==> config.mk <==
export PLATFORM = sky130hd
export DESIGN_NAME = serial_subtractor
export DESIGN_NICKNAME = d
export VERILOG_FILES = /design/src/rtl/serial_subtractor.sv
export SDC_FILE = /design/constraint.sdc
export NUM_CORES = 1
export LEC_CHECK = 0
export ABC_AREA = 1
export BUFFER_PORTS_ARGS = -buffer_cell sky130_fd_sc_hd__buf_2
export CELL_PAD_IN_SITES_DETAIL_PLACEMENT = 0
export CELL_PAD_IN_SITES_GLOBAL_PLACEMENT = 1
export CORE_UTILIZATION = 42
export CTS_CLUSTER_DIAMETER = 150
export DETAILED_ROUTE_END_ITERATION = 10
export HOLD_SLACK_MARGIN = 0.05
export MAX_ROUTING_LAYER = met4
export PLACE_DENSITY = 0.93
export SETUP_SLACK_MARGIN = 0.1
export SLEW_MARGIN = 25
export SYNTH_ARGS = -nofsm -noshare
export SYNTH_HDL_FRONTEND = slang
export SYNTH_SLANG_ARGS = --single-unit
export TNS_END_PERCENT = 50
==> constraint.sdc <==
create_clock -name clk -period 1.77 [get_ports clk]
set_input_delay 0.2655 -clock clk [delete_from_list [all_inputs] [get_ports clk]]
set_output_delay 0.2655 -clock clk [all_outputs]
set_load 0.02 [all_outputs]
==> src/rtl/serial_subtractor.sv <==
// Bit-serial unsigned subtractor: {bo, DIFF} = A - B - bin, one bit per clock,
// LSB first, through a single full-subtractor cell with a registered borrow.
module serial_subtractor #(
  parameter int N = 4
) (
  input  logic         clk,
  input  logic         rst_n,
  input  logic         start,
  output logic         ready,
  input  logic [N-1:0] A,
  input  logic [N-1:0] B,
  input  logic         bin,
  output logic [N-1:0] DIFF,
  output logic         bo,
  output logic         done,
  input  logic         ack
);

  localparam int CW = $clog2(N + 1);
  localparam logic [CW-1:0] LAST = CW'(N - 1);

  typedef enum logic [1:0] {IDLE, RUN, DONE} state_t;

  state_t        state_q, state_d;
  logic [N-1:0]  sa_q, sa_d;
  logic [N-1:0]  sb_q, sb_d;
  logic [N-1:0]  sd_q, sd_d;
  logic          br_q, br_d;
  logic [CW-1:0] cnt_q, cnt_d;
  logic [N-1:0]  diff_q, diff_d;
  logic          bo_q, bo_d;

  logic          d_bit;
  logic          br_cell;
  logic [N-1:0]  sd_shift;

  // Full-subtractor cell on the current LSBs and the stored borrow.
  assign d_bit   = sa_q[0] ^ sb_q[0] ^ br_q;
  assign br_cell = (~sa_q[0] & sb_q[0]) | (~sa_q[0] & br_q) | (sb_q[0] & br_q);

  generate
    if (N == 1) begin : g_sd_one
      assign sd_shift = d_bit;
    end else begin : g_sd_many
      assign sd_shift = {d_bit, sd_q[N-1:1]};
    end
  endgenerate

  always_comb begin
    state_d = state_q;
    sa_d    = sa_q;
    sb_d    = sb_q;
    sd_d    = sd_q;
    br_d    = br_q;
    cnt_d   = cnt_q;
    diff_d  = diff_q;
    bo_d    = bo_q;
    case (state_q)
      IDLE: begin
        if (start) begin
          sa_d    = A;
          sb_d    = B;
          br_d    = bin;
          cnt_d   = '0;
          state_d = RUN;
        end
      end
      RUN: begin
        sa_d  = sa_q >> 1;
        sb_d  = sb_q >> 1;
        sd_d  = sd_shift;
        br_d  = br_cell;
        cnt_d = cnt_q + 1'b1;
        // Last bit: publish the completed result straight from the cell.
        if (cnt_q == LAST) begin
          diff_d  = sd_shift;
          bo_d    = br_cell;
          state_d = DONE;
        end
      end
      DONE: begin
        if (ack) begin
          state_d = IDLE;
        end
      end
      default: state_d = IDLE;
    endcase
  end

  always_ff @(posedge clk or negedge rst_n) begin
    if (!rst_n) begin
      state_q <= IDLE;
      sa_q    <= '0;
      sb_q    <= '0;
      sd_q    <= '0;
      br_q    <= 1'b0;
      cnt_q   <= '0;
      diff_q  <= '0;
      bo_q    <= 1'b0;
    end else begin
      state_q <= state_d;
      sa_q    <= sa_d;
      sb_q    <= sb_d;
      sd_q    <= sd_d;
      br_q    <= br_d;
      cnt_q   <= cnt_d;
      diff_q  <= diff_d;
      bo_q    <= bo_d;
    end
  end

  assign ready = (state_q == IDLE);
  assign done  = (state_q == DONE);
  assign DIFF  = diff_q;
  assign bo    = bo_q;

endmodule

==> metrics.yaml <==
htreeDepth: 1
synth_cell_types: 18
dieArea_sq_um: 2680
cp_top_family: "flip-flops"
worstPathMaxFanout: 14
area_delta_synth_final_pct: 14.0
synth.area.top_cells: "dfrtp_1 53%, nand2_1 15%, inv_1 6.5%"
crit_required_ns: 1.50
vias: 814
syn_area_sq_um: 1040
finalWeightedCongestion: 0.769
max_freq_mhz: 657
yosys.area.top_type: "dfrtp_1"
cts_sinks: 22
critPathSlowestCell: "dfrtp_2"
hold_violations: 0
die_h_microns: 51.8
period_needed_ns: 1.52
dp_hpwl_mm: 1.37
clk_pin_slew_ns: 0.12
port_buffers: 19
rsz0062_at_grt: "no"
cts_tree: "done"
setup_tns_ns: 0
drc_errors: 0
crit_buf_inv: 1
slew_viol_final: 0
ys_seq_area_share_pct: 52.9
yosysWarnings: 0
critPathLaunchType: "flip-flop"
final-setup-viol-count: 0
vias_per_cell: 4.82
drt-initial-drc-count: 26
final_layout_size_suffix_gt1_share_pct: 24.1
n_antenna_cell: 0
grt_max_degree: 23
cts_buffer_depth: 2
status: "finished clean"
syn-instance-count: 120
netlist.area_leader.share_pct: 52.9
std_cell_rows: 17
path_cells: "nor2_1 -> buf_2"
initial_core_util_pct: 45.7
cpPeakStageDelay_ns: 0.53
grt_usage_pct: 16.4
totalPowerFinal_uw: 2140
slew_headroom_pct: 67.7
ant_nets: 0
root_buffer: "clkbuf_4"
skew_ns: 0.00972
cp.arrival_ns: 1.26
numCtsBuffers: 3
p_per_area_nw_per_um2: 1810
syn-mean-instance-area_sq_um: 8.66
critPathKind: "reg -> out"
antenna_found_initial: 0
drt_pass1_iterations: 4
grt_overflow: 0
synth.net_count: 136
ir_drop_mv: 0.958
p_leak_uw: 0.000666
wire_per_inst_microns: 10.9
min_period_over_period_pct: 86.0
final_nets: 159
clock_latency_ns: 0.29
synth-seq-cells: 22
synth_edf_count: 0
coreArea_sq_um: 2280
hold_path.class: "in -> reg"
grt_pass1_wl_mm: 3.13
wl_mm: 1.85
grt_pass1_vias: 751
drv_cap: 0
die_w_microns: 51.8
synth.most_common_cell: "nand2_1"
ioPinCount: 20
synth_async_sr_flop_share_pct: 100
tightestPinTransition_ns: 0.484
cp-end-kind: "output pin"
ys_top_cells_by_count: "42 x nand2_1, 22 x dfrtp_1, 18 x inv_1"
synth_flop_cell: "dfrtp_1"
[timing repair]
| action | in CTS | in global routing |
|---|---|---|
| resized for setup | 0 | 1 |
| endpoints found under the setup margin | 0 | 1 |
| hold endpoints to repair | 22 | 0 |
| buffers inserted | 0 | 0 |
| hold buffers | 1 | 0 |
[sequential cells by signal, summed over array words and instances (netlist names)]
register  cells
br_q          1
cnt_q         3
state_q       2
sa_q          4
bo            1
DIFF          4
sb_q          4
sd_q          3
[layout by cell type (no fill, tap or decap), drive strengths merged]
master / count
nand2: 45
dfrtp: 22
inv: 20
buf: 19
o21ai: 11
nand3: 10
nor2: 4
clkbuf: 3
a21oi: 2
ha: 2
o31ai: 1
fa: 1
dlygate4sd3: 1
[cells by family after synthesis]
logic type | Yosys count | synth area share [%]
simple gates | 59 | 24.9
buf+inv | 22 | 9.03
flops | 22 | 52.9
compound gates | 14 | 8.78
fa+ha+maj | 3 | 4.33
[layer usage]
layer,vias up,track usage (%),wire [microns]
li1,416,-,-
met1,372,20.8,866
met2,24,26.8,890
met3,2,2.63,80
met4,0,5.41,12
met5,-,-,0
[power by group]
part | switching [uW] | internal [uW] | total, uW
registers | 164 | 737 | 901
logic | 654 | 369 | 1020
clock network | 137 | 79.0 | 216
total | 955 | 1190 | 2140
[area by class of cell]
cell class / instances / area [sq um]
clock buffer: 3 / 22.5
tap: 28 / 35.0
inverter: 20 / 75.1
timing repair buffer: 20 / 105
fill: 223 / 1090
multi-input combinational: 76 / 395
sequential: 22 / 552
[metrics by stage]
step	std cells	hold slack, ns	setup WS (ns)	area (sq um)	util [%]
3_5_place_dp	165	0.257	0.485	1150	50.6
2_1_floorplan	120	-0.0301	0.583	1040	-
3_3_place_gp	165	0.252	0.529	1150	50.6
5_1_grt	169	0.138	0.180	1180	52.1
4_1_cts	169	0.146	0.157	1180	52.0
6_report	169	0.146	0.248	1180	52.1
[path summary, 6_finish.rpt]
path                            cells past startpoint  slack [ns]    endpoint       start
max in group asynchronous                           2        0.97  state_q[0]       rst_n
worst max register to register                      5        0.54     DIFF[3]    cnt_q[0]
min in group asynchronous                           2        0.45     DIFF[0]       rst_n
worst min register to register                      2        0.49     DIFF[0]     DIFF[0]
worst min-delay path                                2        0.15  state_q[1]         ack
worst max-delay path                                2        0.25       ready  state_q[0]
Power figures use the tool's default switching activity.
